==> src/rtl/filter_collect.sv <==
// filter_collect: collects words from an upstream filter stage into a circular
// buffer of DEPTH entries. Each entry holds {parity, data}. When the buffer is
// full and nothing leaves in the same cycle, the new word is dropped. Each drop
// increments a saturating drop counter and sets a sticky overflow flag.
module filter_collect #(
  parameter int DEPTH = 4,
  parameter int DROPW = 8
) (
  input  logic                     clk,
  input  logic                     reset,
  input  logic [15:0]              io_x_data,
  input  logic                     io_x_valid,
  input  logic                     io_x_parity,
  output logic [15:0]              io_y_data,
  output logic                     io_y_parity,
  output logic                     io_y_valid,
  input  logic                     io_y_ready,
  output logic [$clog2(DEPTH):0]   io_count,
  output logic                     io_overflow,
  output logic [DROPW-1:0]         io_drops
);

  localparam int AW = $clog2(DEPTH);
  localparam int CW = AW + 1;
  localparam logic [CW-1:0] FULL_COUNT = CW'(DEPTH);

  // Storage has no reset. Its contents only become visible through the head
  // mux, and that mux is masked while the buffer is empty.
  logic [16:0]      r_mem [DEPTH];
  logic [AW-1:0]    r_wptr;
  logic [AW-1:0]    r_rptr;
  logic [CW-1:0]    r_count;
  logic             r_overflow;
  logic [DROPW-1:0] r_drops;

  logic             w_full;
  logic             w_pop;
  logic             w_push;
  logic             w_drop;
  logic [16:0]      w_head;

  assign w_full     = (r_count == FULL_COUNT);
  assign io_y_valid = (r_count != '0);
  // Consumer ready is meaningless while empty, so it is qualified by valid.
  assign w_pop      = io_y_valid & io_y_ready;
  // When full, a same-cycle pop frees the slot the new word lands in.
  assign w_push     = io_x_valid & (~w_full | w_pop);
  assign w_drop     = io_x_valid & w_full & ~w_pop;
  assign w_head     = r_mem[r_rptr];

  assign io_y_data   = io_y_valid ? w_head[15:0] : 16'h0000;
  assign io_y_parity = io_y_valid ? w_head[16]   : 1'b0;
  assign io_count    = r_count;
  assign io_overflow = r_overflow;
  assign io_drops    = r_drops;

  // Write an accepted word at the write pointer. A push in a reset cycle is lost.
  always_ff @(posedge clk) begin
    if (!reset && w_push) begin
      r_mem[r_wptr] <= {io_x_parity, io_x_data};
    end
  end

  // Pointers wrap naturally because DEPTH is a power of two. Occupancy is
  // unchanged on simultaneous push and pop.
  always_ff @(posedge clk) begin
    if (reset) begin
      r_wptr  <= '0;
      r_rptr  <= '0;
      r_count <= '0;
    end else begin
      if (w_push) r_wptr <= r_wptr + AW'(1);
      if (w_pop)  r_rptr <= r_rptr + AW'(1);
      case ({w_push, w_pop})
        2'b10:   r_count <= r_count + CW'(1);
        2'b01:   r_count <= r_count - CW'(1);
        default: r_count <= r_count;
      endcase
    end
  end

  // Drop accounting: the counter saturates at all-ones, and the overflow flag
  // stays set until reset.
  always_ff @(posedge clk) begin
    if (reset) begin
      r_drops    <= '0;
      r_overflow <= 1'b0;
    end else if (w_drop) begin
      r_overflow <= 1'b1;
      if (r_drops != '1) r_drops <= r_drops + DROPW'(1);
    end
  end

endmodule

==> config.mk <==
export PLATFORM = sky130hd
export DESIGN_NAME = filter_collect
export DESIGN_NICKNAME = d
export VERILOG_FILES = /design/src/rtl/filter_collect.sv
export SDC_FILE = /design/constraint.sdc
export NUM_CORES = 1
export LEC_CHECK = 0
export CAP_MARGIN = 20
export CORE_MARGIN = 3
export CORE_UTILIZATION = 30
export CTS_CLUSTER_DIAMETER = 150
export DETAILED_ROUTE_END_ITERATION = 10
export MAX_ROUTING_LAYER = met4
export SLEW_MARGIN = 5
export SYNTH_ARGS = -nofsm -noshare
export SYNTH_HDL_FRONTEND = slang
export SYNTH_SLANG_ARGS = --single-unit
==> constraint.sdc <==
create_clock -name clk -period 2.1 [get_ports clk]
set_clock_uncertainty 0.05 [all_clocks]
set_input_delay 0.315 -clock clk [delete_from_list [all_inputs] [get_ports clk]]
set_output_delay 0.315 -clock clk [all_outputs]
set_load 0.02 [all_outputs]
==> After elaboration in Yosys (flattened, before gate mapping) <==
Memory sizes are Yosys's and may differ from the RTL's. A register that Yosys moved wholly into a read port is not among the register bits.
Cells that the tools add are included.
{ "word_totals": {"reg_bits": 16, "latch_bits": 0, "mem_bits_rw": 68, "rom_bits": 0, "out_inout_bits": 30, "word_cells": 34, "memories": 1} }
{ "mem_list": {"columns": ["memory", "depth", "width", "rd", "rd_ports_with_merged_regs", "wr", "line_no", "source"], "rows": [
  ["r_mem", 4, 17, 1, 1, 1, "29", "logic [16:0] r_mem [DEPTH];"]
]} }
{ "op_classes": {"n_addsub": 5, "multipliers": 0, "n_div": 0, "order_cmp": 0, "n_eq_ne": 4, "shifts": 0, "muxes": 7, "n_bitwise": 7, "reduce_logical": 5} }
{ "ops": {"columns": ["op", "n"], "rows": [
  ["$mux W16", 1],
  ["$add A8 B1 Y8 const B", 1],
  ["$ne A8 B8 Y1 const B", 1],
  ["$pmux W3 S2", 1],
  ["$add A2 B1 Y2 const B", 2],
  ["$and A1 B1 Y1", 4],
  ["$mux W2", 2],
  ["$add A3 B1 Y3 const B", 1],
  ["$eq A3 B3 Y1 const B", 1],
  ["$mux W1", 3],
  ["$reduce_bool A3 Y1", 1],
  ["$sub A3 B1 Y3 const B", 1],
  ["$eq A2 B1 Y1 const B", 1],
  ["$eq A2 B2 Y1 const B", 1],
  ["$not A1 Y1", 2],
  ["$reduce_and A2 Y1", 1],
  ["$reduce_bool A2 Y1", 1],
  ["$logic_and A1 B1 Y1", 1],
  ["$logic_not A1 Y1", 1],
  ["$or A1 B1 Y1", 1]
]} }

==> Longest topological paths before layout <==
Gate-level depths: netlist of the first run.
{ "logic_depth": {"ltp_word": 7, "depth_mapped": 10, "mapped_depth_nobuf": 8} }

==> Worst setup path after synthesis of the first run <==
Ideal clock, no wire load.
{ "synth_path": {"path_kind": "flip-flop to flip-flop", "from": "register r_count[0], in the netlist io_count[0]", "to": "register r_count[1], in the netlist io_count[1]", "arrival_ps": 2183, "t_required_ps": 1935, "setup_slack_ps": -248, "stages_incl_launch_ff": 9, "period_less_slack_ps": 2348, "cell_sequence": "dfxtp_1 > or3_1 > clkbuf_1 > nand2_1 > or2_2 > fa_1 > nand2_1 > a21oi_1 > a2111oi_0"} }
{ "synth_between": {"elab_chain_cells": 6} }
{ "synth_lines": {"columns": ["element", "line_no", "source"], "rows": [
  ["start, declared", "32", "logic [CW-1:0] r_count;"],
  ["start signal, assigned", "75", "2'b10: r_count <= r_count + CW'(1);"],
  ["start signal, assigned", "76", "2'b01: r_count <= r_count - CW'(1);"],
  ["start signal, assigned", "77", "default: r_count <= r_count;"],
  ["$reduce_bool A3 Y1 / $eq A3 B3 Y1 (equally long branches)", "43, 42", null],
  ["$and A1 B1 Y1 / $not A1 Y1 (equally long branches)", "45, 47", null],
  ["$or A1 B1 Y1", "47", "assign w_push = io_x_valid & (~w_full | w_pop);"],
  ["$and A1 B1 Y1", "47", null],
  ["$eq A2 B1 Y1 / $eq A2 B2 Y1 (equally long branches)", "74", "case ({w_push, w_pop})"],
  ["$pmux W3 S2 / $reduce_bool A2 Y1 (equally long branches)", null, null]
]} }
Parallel ways exist; a longest one is shown, timed or not.
A chain may end at the register's enable or synchronous reset.

==> results of run 1 <==
[critical path: cells and delay by family (launching register included)]
kind	cells	cell delay (ps)
flops	1	410
buf+inv	2	300
mux	1	500
simple gates	1	160
[worst max-delay path by stage]
stage,to,slack [ps],cells after the start
floorplan,io_count[1]$_SDFFE_PP0P_,-60,9
global placement,io_count[1]$_SDFFE_PP0P_,-60,7
detailed placement,io_count[1]$_SDFFE_PP0P_,-80,7
CTS,io_y_data[2],-80,4
global route,io_y_data[10],-10,4
finish,io_y_data[6],40,4
[final cells by class]
cell class              count  area (sq um)  share of cell area (%)
clock buffers              10           229                    4.70
clock inverters             5           108                    2.21
inverters                   5          18.8                   0.385
multi-input cells         119          1140                    23.4
flip-flops and latches     86          2410                    49.5
well taps                 143           179                    3.67
repair buffers             71           786                    16.1
[cell usage after synthesis (all sizes together)]
| library cell | instances |
|---|---|
| a2111o | 1 |
| a2111oi | 1 |
| a211oi | 1 |
| a21oi | 6 |
| a311oi | 1 |
| a31oi | 1 |
| a41oi | 1 |
| and2 | 22 |
| and3 | 2 |
| and4b | 1 |
| buf | 6 |
| clkbuf | 5 |
| dfxtp | 18 |
| edfxtp | 68 |
| fa | 1 |
| ha | 5 |
| inv | 5 |
| mux2 | 1 |
| mux2i | 2 |
| mux4 | 17 |
| nand2 | 3 |
| nand2b | 2 |
| nand3 | 5 |
| nand3b | 2 |
| nand4 | 4 |
| nor2 | 17 |
| nor2b | 1 |
| nor3 | 1 |
| nor3b | 1 |
| o2111a | 1 |
| o211ai | 2 |
| o21ai | 4 |
| o22ai | 1 |
| o31ai | 1 |
| or2 | 1 |
| or3 | 3 |
| or3b | 1 |
| xnor2 | 1 |
| xor2 | 5 |
[routing by layer]
layer / part of all wire [%] / vias up / wire [um]
met5: 0 / - / 0
met4: 1.2 / 0 / 84
met3: 4.8 / 6 / 334
met2: 49 / 46 / 3420
met1: 45 / 1041 / 3080
li1: - / 986 / -
[cell families (layout without fill, tap and decap cells)]
group	count (synthesis)	in the layout	share of synthesized area, %
buffers and inverters	16	91	2.20
and+or+nand+nor	66	66	10.9
muxes	20	20	11.6
xor gates and xnor gates	6	6	1.47
AOI/OAI and AO/OA	21	21	4.44
DFF	86	86	67.1
adders and majority gates	6	6	2.31
[state kept, by name (all words and copies together), names as in the netlist, named ones only]
| register | cells |
|---|---|
| r_rptr | 2 |
| r_wptr | 2 |
| io_overflow | 1 |
| io_count | 3 |
| io_drops | 8 |
| r_mem | 68 |
[per-stage QoR]
step / setup TNS (ps) / cell area (sq um)
2_1_floorplan: -58.4 / 3600
3_3_place_gp: -376 / 4440
3_5_place_dp: -600 / 4440
4_1_cts: -587 / 4730
5_1_grt: -20.1 / 4870
6_report: 0 / 4870
[layout by cell type (no fill, tap or decap), drive strengths merged, types with 2 or more instances in the layout]
cell,count
dfxtp,18
a21oi,6
nand4,4
o21ai,4
or3,3
bufinv,3
mux2i,2
clkdlybuf4s50,32
and2,22
nand2b,2
edfxtp,68
xor2,5
and3,2
o211ai,2
nor2,17
nand2,3
nand3b,2
inv,6
clkbuf,11
buf,37
nand3,5
ha,5
mux4,17
[repair_timing]
action,CTS,global route
pin swaps,0,14
cloned,1,1
gates resized for setup,71,44
endpoints found under the hold margin,0,0
setup buffers,0,0
endpoints found under the setup margin,18,11
[power breakdown]
part,internal (W),switching [W]
Clock,0.00116,0.000611
Combinational,0.000457,0.000370
Sequential,0.00190,0.0000292
Total,0.00352,0.00101
==> results.yml, run 1 <==
setup_path:
  crit_type: "flop to output pin"
  cp_slowest_cell: "mux4_2"
  arrival_ps: 1690
  critPathRequiredTime_ps: 1740
  end_kind: "output pin"
  r2r_slack_ps: 150
  r2r-start: "io_count[1]$_SDFFE_PP0P_"
  r2r-end: "io_count[1]$_SDFFE_PP0P_"
  max_stage_delay_ps: 500
  crit_fanout: 4
  worstSetupStartpointType: "flop"
  reg2reg_depth: 7
  cp_cell_sequence: "clkbuf_16, mux4_2, and2_1, buf_6"
global_route:
  grt_max_degree: 20
  grt_pass1_wl_um: 11500
  grt_overflow: 0
  met3_usage_pct: 4.11
  grtUsageMet1_pct: 13.6
  grt_use_total_pct: 11.8
  top_usage_layer: "met2"
  antenna_found_initial: 0
  gr-usage-met2_pct: 19.2
  grt_pass1_vias: 2228
place:
  dp_hpwl_um: 4350
  place_congestion: 0.798
  port_buffers: 50
  dp.cells: 422
  place_ws_ps: -82.4
synth:
  synthCells: 221
  synth_top_cells_by_area: "edfxtp_1, mux4_2, dfxtp_1"
  yosys.area.top_type: "edfxtp_1"
  syn_area_sq_um: 3580
  synth_top_area_share_pct: 57.1
  synth_cell_types: 45
  synthesis.nets: 248
  avgSynthCellArea_sq_um: 16.2
  yosysWarnings: 0
  ys_ff_latch: 86
  ys_seq_area_share_pct: 67.1
clocking:
  ctsHoldBuffers: 0
  cts_buffer_depth: 2
  cts_root_buf: "clkbuf_16"
  clkSlewWorstSetupHoldPaths_ps: 60
  clock_sinks: 86
  clk_latency_ps: 330
  cts_made_buffers: 9
  h-tree-depth: 3
  cts_tree: "built"
min_path:
  hp-class: "flop to flop"
  min_path_cells: 2
  hold_end: "io_overflow$_SDFFE_PP0P_"
  hp-start: "io_overflow$_SDFFE_PP0P_"
floorplanning:
  initial_core_util_pct: 31.1
  die_h_um: 115
  core_sq_um: 11500
  die_area_sq_um: 13300
  rows: 39
  die_x_um: 115
  io_pins: 51
drt:
  drtIter0Drc: 101
  routed_wl_um: 6920
  ant_nets: 0
  num_vias: 2079
  drtPass1Iterations: 4
  avgViaCountPerCell: 4.74
  avgRoutedWirePerCell_um: 15.8
  drcViolationCount: 0
status:
  outcome: "completed"
power:
  finalPower_w: 0.00453
  vdd_drop_max_v: 0.000433
  power.leakage_nw: 1.70
  power.density_nw_per_um2: 930
timing:
  rsz0062_at_grt: "yes"
  slew_headroom_pct: 78.5
  hold_viol_final: 0
  fmax_mhz: 486
  fin_ws_ps: 42.6
  slew_violations: 0
  min_period_over_period_pct: 98.0
  hold-worst-slack_ps: 441
  post-route-min-period_ps: 2060
  worst_slew_pin_slew_ps: 321
  setup_violations: 0
finish:
  fillCellCount: 1059
  area_delta_synth_final_pct: 36.2
  fin_cells: 439
  final_core_util_pct: 42.3
  fin_nets: 319
  antenna_cells: 0
  drive_gt1_share_pct: 32.8
run:
  maxCapViolations: 0
No activity file was read; power rests on OpenSTA's default activity.
==> run 2, diff against run 1 <==
--- a/config.mk
+++ b/config.mk
@@ -11,6 +11,7 @@
 export CTS_CLUSTER_DIAMETER = 150
 export DETAILED_ROUTE_END_ITERATION = 10
 export MAX_ROUTING_LAYER = met4
+export REMOVE_ABC_BUFFERS = 1
 export SLEW_MARGIN = 5
 export SYNTH_ARGS = -nofsm -noshare
 export SYNTH_HDL_FRONTEND = slang
==> results.yml, run 2 (synthesis results as in run 1) <==
timing:
  slew_headroom_pct: 79.4
  fin_ws_ps: -16.7
  hold_viol_final: 0
  setup_violations: 3
  hold-worst-slack_ps: 432
  worst_slew_pin_slew_ps: 308
  finalSetupTns_ps: -24.4
  rsz0062_at_grt: "yes"
  min_period_over_period_pct: 101
  slew_violations: 0
  post-route-min-period_ps: 2120
  fmax_mhz: 472
clocking:
  h-tree-depth: 3
  clk_latency_ps: 330
  clock_sinks: 86
  cts_tree: "built"
  cts_buffer_depth: 2
  clkSlewWorstSetupHoldPaths_ps: 60
  cts_made_buffers: 9
  cts_root_buf: "clkbuf_16"
setup_path:
  worst-path-buf-inv: 2
  max_stage_delay_ps: 500
  end_kind: "output pin"
  arrival_ps: 1750
  worstSetupStartpointType: "flop"
  crit_family: "multiplexers"
  cp_slowest_cell: "mux4_2"
  cp_cell_sequence: "bufbuf_16, mux4_2, and2_4, buf_4"
  critPathRequiredTime_ps: 1740
  r2r-start: "io_count[2]$_SDFFE_PP0P_"
  crit_type: "flop to output pin"
  crit_fanout: 4
power:
  power_frac_seq_pct: 43.7
  p_switching_w: 0.00102
  vdd_drop_max_v: 0.000383
  power.leakage_nw: 1.66
  p_sw_share_pct: 23.2
  power.density_nw_per_um2: 921
  clkPwrFrac_pct: 38.2
  p_int_w: 0.00338
  pwr-share-comb_pct: 18.1
  finalPower_w: 0.00441
drt:
  avgViaCountPerCell: 4.77
  avgRoutedWirePerCell_um: 15.7
  routed_wl_um: 6840
  num_vias: 2086
  drcViolationCount: 0
  drtIter0Drc: 114
  drtPass1Iterations: 4
  ant_nets: 0
floorplanning:
  core_sq_um: 11500
  io_pins: 51
  rows: 39
  die_area_sq_um: 13300
  initial_core_util_pct: 31.1
  die_x_um: 115
  die_h_um: 115
finish:
  fin_nets: 316
  register_area_sq_um: 2410
  multiInputGateArea_sq_um: 1140
  antenna_cells: 0
  area_delta_synth_final_pct: 33.7
  layout_commonest_cell: "edfxtp_1"
  fin_cells: 437
  largest_register: "r_mem"
  final_cell_mix: "edfxtp_1, clkdlybuf4s50_1, mux4_2, dfxtp_1"
  fillCellCount: 1065
  fin_area_sq_um: 4790
  largest_reg_flops: 68
  drive_gt1_share_pct: 31.0
status:
  violations: "negative setup slack"
  outcome: "finished, violations left"
global_route:
  grt_pass1_wl_um: 11200
  grt_max_degree: 20
  grt_overflow: 0
  grt_use_total_pct: 11.5
  antenna_found_initial: 0
  grt_pass1_vias: 2146
min_path:
  hp-start: "io_overflow$_SDFFE_PP0P_"
  hp-class: "flop to flop"
place:
  dp.cells: 419
  dp_hpwl_um: 4240
  port_buffers: 50
  place_congestion: 0.763
  dpl_cell_area_sq_um: 4410
run:
  maxCapViolations: 0
## run 2: cell types whose count changed in the layout (fill, tap and decap cells not counted), sizes merged
cell	before	now
buf	37	34
bufbuf	0	1
bufinv	3	2
clkbuf	11	10
clkinv	1	2
inv	6	7
## run 2: repair_timing
item                                    CTS  global route
hold buffers                              0             0
pin swaps                                 7             0
gates cloned                              2             0
hold endpoints to repair                  0             0
resized for setup                       103             8
endpoints found under the setup margin   18            18
buffers inserted                          2             0
## run 2: final timing paths
check / to / slack, ps / depth (start not counted)
hold / removal: io_overflow$_SDFFE_PP0P_ / 430 / 2
setup reg to reg: io_count[1]$_SDFFE_PP0P_ / 70 / 7
setup / recovery: io_y_data[6] / -20 / 4
hold reg to reg: io_overflow$_SDFFE_PP0P_ / 430 / 2
## run 2: stage by stage
step / utilization (%) / setup WS [ps]
final: 41.6 / -16.7
after global routing: 41.6 / -78.2
after CTS: 41.8 / -50.6
after detailed placement: 38.3 / -156
after global placement: 38.3 / -106
after floorplan: - / -421
## run 2: tightest hold or removal path: stages (launching register included)
cell and delay, ps:
dfxtp_1 330, nor2_1 50, nor2_1 70
## run 2: layout make-up
type	instances	area share, %
Clock inverter	6	1.96
Timing Repair Buffer	68	15.0
Inverter	5	0.392
Multi-Input combinational cell	119	23.8
Sequential cell	86	50.3
Clock buffer	10	4.78
Tap cell	143	3.74
## run 2: power groups by stage
stage	sequential (W)	combinational, W	clock [W]
after global placement	0.00196	0.000738	0
after CTS	0.00192	0.000829	0.00175
final	0.00192	0.000798	0.00169
after detailed placement	0.00196	0.000741	0
after floorplan	0.00200	0.000335	0
after global routing	0.00193	0.000867	0.00182
## run 2: routing by layer
metal / GRT usage, % / vias to the layer above / share of wire [%] / wire length, um
met3: 4.42 / 5 / 4.8 / 329
li1: - / 984 / - / -
met4: 2.82 / 0 / 0.70 / 48
met5: - / - / 0 / 0
met2: 18.4 / 50 / 50 / 3410
met1: 13.9 / 1047 / 45 / 3060
==> run 3, diff against run 2 <==
--- a/config.mk
+++ b/config.mk
@@ -7,10 +7,12 @@
 export LEC_CHECK = 0
 export CAP_MARGIN = 20
 export CORE_MARGIN = 3
-export CORE_UTILIZATION = 30
+export CORE_UTILIZATION = 49
 export CTS_CLUSTER_DIAMETER = 150
+export CTS_CLUSTER_SIZE = 40
 export DETAILED_ROUTE_END_ITERATION = 10
 export MAX_ROUTING_LAYER = met4
+export PLACE_DENSITY = 0.76
 export REMOVE_ABC_BUFFERS = 1
 export SLEW_MARGIN = 5
 export SYNTH_ARGS = -nofsm -noshare
==> results.yml, run 3 (synthesis results as in run 1) <==
status:
  outcome: "completed"
place:
  port_buffers: 50
  dp.cells: 375
  dp_hpwl_um: 4220
  place_congestion: 0.844
global_route:
  grt_max_degree: 19
  antenna_found_initial: 0
  grt_pass1_wl_um: 10600
  grt_overflow: 0
  grt_pass1_vias: 2125
  grt_use_total_pct: 16.9
floorplanning:
  initial_core_util_pct: 51.5
  die_x_um: 91.5
  io_pins: 51
  die_area_sq_um: 8360
  die_h_um: 91.5
  rows: 30
  core_sq_um: 6940
drt:
  ant_nets: 0
  drcViolationCount: 0
  drtPass1Iterations: 4
  avgRoutedWirePerCell_um: 16.1
  drtIter0Drc: 109
  routed_wl_um: 6360
  num_vias: 2085
  avgViaCountPerCell: 5.28
timing:
  post-route-min-period_ps: 2100
  fmax_mhz: 477
  rsz0062_at_grt: "yes"
  hold-worst-slack_ps: 423
  slew_violations: 0
  hold_viol_final: 0
  slew_headroom_pct: 77.8
  worst_slew_pin_slew_ps: 325
  setup_violations: 0
  min_period_over_period_pct: 99.9
clocking:
  cts_buffer_depth: 2
  clkSlewWorstSetupHoldPaths_ps: 80
  clock_sinks: 86
  cts_made_buffers: 9
  clk_latency_ps: 340
  cts_root_buf: "clkbuf_8"
  h-tree-depth: 3
  cts_tree: "built"
power:
  p_sw_share_pct: 25.2
  clkPwrFrac_pct: 29.7
  p_switching_w: 0.000960
  p_int_w: 0.00284
  power.leakage_nw: 1.60
  finalPower_w: 0.00380
  vdd_drop_max_v: 0.000408
  power_frac_seq_pct: 50.5
  pwr-share-comb_pct: 19.8
  power.density_nw_per_um2: 832
run:
  maxCapViolations: 0
setup_path:
  worst-path-buf-inv: 3
  crit_type: "flop to output pin"
  max_stage_delay_ps: 480
  critPathRequiredTime_ps: 1740
  cp_common_cell: "buf_4"
  arrival_ps: 1730
  worstSetupStartpointType: "flop"
  cp_slowest_cell: "mux4_2"
  end_kind: "output pin"
  crit_family: "multiplexers"
  r2r_slack_ps: 60
  cp_cell_sequence: "buf_6, buf_4, mux4_2, and2_4, buf_4"
  crit_fanout: 6
min_path:
  hp-class: "flop to flop"
finish:
  area_delta_synth_final_pct: 27.7
  largest_reg_flops: 68
  final_core_util_pct: 65.8
  layout_commonest_cell: "edfxtp_1"
  antenna_cells: 0
  drive_gt1_share_pct: 29.8
  largest_register: "r_mem"
  fin_cells: 395
  fin_nets: 321
  final_cell_mix: "edfxtp_1, clkdlybuf4s50_1, buf_4"
run 3: cell count changes in the layout (fill, tap and decap cells not counted), moves of 2 or more:
cell,previous run,this run
and2_1,9,15
and2_4,13,7
buf_2,3,8
buf_4,16,19
buf_6,9,5
clkbuf_16,9,0
clkbuf_8,0,9
clkinvlp_4,0,2
run 3: timing repair:
action                     4_1_cts  5_1_grt
hold buffers                     0        0
hold endpoints to repair         0        0
setup buffers                    4        0
resized for setup               68       22
setup endpoints to repair       18       17
pin swaps                        0        2
run 3: metal layers:
| layer | global-route usage (%) | wire (um) | share of wire (%) | vias to the layer above |
|---|---|---|---|---|
| met3 | 4.72 | 330 | 5.2 | 5 |
| met4 | 4.90 | 65 | 1.0 | 0 |
| met2 | 27.4 | 3220 | 51 | 63 |
| met5 | - | 0 | 0 | - |
| li1 | - | - | - | 996 |
| met1 | 20.9 | 2740 | 43 | 1021 |
run 3: per-stage QoR:
| step | TNS, ps | instance area, sq um | worst slack (ps) |
|---|---|---|---|
| finish | 0 | 4570 | 2.78 |
| global route | -288 | 4570 | -65.8 |
| CTS | -65.7 | 4520 | -56.0 |
| detailed placement | -370 | 4370 | -155 |
| global placement | -188 | 4370 | -93.4 |
| floorplan | -677 | 3520 | -421 |
run 3: final cells by class:
| cell class | count | area (sq um) |
|---|---|---|
| repair buffers | 73 | 713 |
| inverters | 5 | 18.8 |
| multi-input cells | 119 | 1120 |
| flip-flops and latches | 86 | 2400 |
| well taps | 96 | 120 |
| fillers | 487 | 2370 |
| clock inverters | 7 | 71.3 |
| clock buffers | 9 | 124 |
run 3: final timing paths:
| check | startpoint | to | cells after the start |
|---|---|---|---|
| setup / recovery | flop | io_y_data[8] | 5 |
| setup reg to reg | io_count[2]$_SDFFE_PP0P_ | io_count[1]$_SDFFE_PP0P_ | 7 |
| hold reg to reg | io_overflow$_SDFFE_PP0P_ | io_overflow$_SDFFE_PP0P_ | 2 |
| hold / removal | io_overflow$_SDFFE_PP0P_ | io_overflow$_SDFFE_PP0P_ | 2 |
run 3: power groups by stage:
stage	clock [W]	sequential (W)	combinational [W]
floorplan	0	0.00200	0.000335
global placement	0	0.00196	0.000735
detailed placement	0	0.00196	0.000743
CTS	0.00116	0.00192	0.000708
global route	0.00124	0.00193	0.000812
finish	0.00113	0.00192	0.000753
run 3: worst reg2reg max path, delay by kind of cell (launching register included):
kind	cells	cell delay, ps
simple gates	4	730
fa+ha+maj	1	420
compound gates	2	420
flops	1	320
==> RTL edit (flow settings as in run 2) <==
`DROPW`: 8 -> 4.
--- a/src/rtl/filter_collect.sv
+++ b/src/rtl/filter_collect.sv
@@ -4,7 +4,7 @@
 // increments a saturating drop counter and sets a sticky overflow flag.
 module filter_collect #(
   parameter int DEPTH = 4,
-  parameter int DROPW = 8
+  parameter int DROPW = 4
 ) (
   input  logic                     clk,
   input  logic                     reset,
Ports: changed (resized io_drops); port bits go from 51 to 47. No check against the original RTL was run, so the function may have changed too.
==> RTL edit against run 2 <==
The run still ends with setup timing left; sequential cell count is 4 lower; wire length is 7.8% lower; critical path depth is 4 higher; largest cell class unchanged; critical path type is now reg -> reg; global-route usage is 0.17 points lower; worst setup slack worse by 11 ps; design area is 5.3% lower; synthesized area is 8.3% lower.
Power is not compared: it rests on default switching activity, and its combinational part moved more than twofold at a synthesized area within 25%.
==> RTL edit: results (changes against run 2) <==
DR vias/cell=4.49 (-5.9%); CTS max path bufs=2 (unchanged); root buffer cell=clkbuf_8; Distinct cells, synth=30 (-33%); H-tree levels=3 (unchanged); fin worst setup slack=-27.5 ps (-10.8 ps); share of cells above drive strength 1=37.4% (+6.4 points); R2R depth=8 (+1); Seq/Total Area, Yosys=70.7% (+3.6 points); Total Routed Length=6.30 mm (-7.8%); Hold Path Class=reg -> reg; Post-synth EDFFs=68 (unchanged); initial antenna violation count=0 (unchanged); cts bufs inserted=9 (unchanged); Max Fanout on Critical Path=2 (-2); Largest Register=r_mem; Sum Neg Setup Slack=-27.5 ps (-3.09 ps); leak pwr=approximately 1.6 nW; port bufs=46 (-8.0%); # setup viols final=1 (-2); GP Congestion=0.757 (-0.85%); Max VDD drop=between 0.0004 and 0.0005 V; dominant synthesized flop cell=edfxtp_1; Async SR Flop Fraction=0% (unchanged); min-delay src=io_overflow$_SDFFE_PP0P_; Rel. slew slack=74.3% (-5.0 points); hold depth=2 (unchanged); DP Wirelength=4.05 mm (-4.6%); first-pass GRT wire length=10.4 mm (-6.8%); Fillers=977 (-8.3%); Clock Latency Late Sink=350 ps (+20 ps); placed instance area=4160 um2 (-5.5%); Multi-input gate area=992 um2 (-13%); Syn. warnings=0 (unchanged); # diodes=0 (unchanged); top cells by area, synth=edfxtp_1, mux4_2, dfxtp_1; largest net degree at the start of global routing=19 (-5.0%); failing checks=setup timing; DR iter-0 viols=136 (+19%); status=complete, but fails checks; r2r endpoint=io_count[2]$_SDFFE_PP0P_; All-Layer GR Usage=11.4% (-0.17 points); vias in the first global route=1926 (-10%); crit path launch=io_count[0]$_SDFFE_PP0P_; Final #Nets=296 (-6.3%); Synth top cells by count=edfxtp_1, nor2b_1, mux4_2, dfxtp_1; Worst Path Arrival=2370 ps (+620 ps); clock edge transition at the registers on the reported setup and hold paths=90 ps (+30 ps); drt first pass iters=6 (+2); Hold EP=io_overflow$_SDFFE_PP0P_; hold_ws=429 ps (-3.03 ps)
[RTL edit: worst max path at each step]
stage | endpoint | slack, ps | cells after the start
floorplan | io_count[2]$_SDFFE_PP0P_ | -280 | 8
global placement | io_count[2]$_SDFFE_PP0P_ | -470 | 9
detailed placement | io_count[2]$_SDFFE_PP0P_ | -510 | 9
CTS | io_y_data[9] | -70 | 4
global route | io_count[2]$_SDFFE_PP0P_ | -90 | 8
finish | io_count[2]$_SDFFE_PP0P_ | -30 | 8
[RTL edit: cell type report]
class / count / share of cell area (%)
Sequential cell: 82 / 51.4
Clock inverter: 7 / 2.40
Multi-Input combinational cell: 89 / 21.9
Tap cell: 136 / 3.75
Timing Repair Buffer: 78 / 17.2
Clock buffer: 9 / 2.73
Inverter: 8 / 0.663
[RTL edit: through the flow]
stage | std cells | setup WS [ps]
3_3_place_gp | 387 | -467
4_1_cts | 403 | -68.8
3_5_place_dp | 387 | -510
6_report | 409 | -27.5
5_1_grt | 409 | -89.4
2_1_floorplan | 179 | -284
[RTL edit: worst max-delay path: stages, from the launching register on]
cell and delay [ps]:
dfxtp_2 330, or4b_4 530, nand2_4 80, ha_4 130, inv_2 30, fa_2 320, xor2_1 160, or3_1 330
a21oi_2 120
[RTL edit: logic make-up (layout without fill, tap and decap cells)]
kind of cell,Yosys count,in the layout,synth area share [%]
XOR/XNOR,4,4,1.07
AO/OA/AOI/OAI,14,14,3.13
adder cells (fa/ha/maj),7,7,2.90
flip-flops,82,82,70.7
AND/OR/NAND/NOR,45,45,8.08
buffers and inverters,14,102,1.68
multiplexers,19,19,12.4
[RTL edit: layer usage]
metal	routed length, um	global-route usage, %	part of all wire, %	vias up
met5	0	-	0	-
met4	75	2.96	1.2	0
met3	309	4.77	4.9	9
met2	3060	17.2	49	44
met1	2860	14.2	45	907
li1	-	-	-	877
[RTL edit: timing repair]
item                       in CTS  in global routing
pin swaps                       3                  1
setup endpoints to repair      19                 14
gates resized for setup        81                 33
buffers inserted                0                  5
cloned                          0                  1
[RTL edit: report_power, final]
part	internal (mW)	leakage (nW)	total [mW]	switching, mW
registers	1.86	0.733	1.92	0.0557
logic	1.08	0.743	2.04	0.959
clock network	0.696	0.118	1.31	0.614
total	3.64	1.59	5.27	1.63
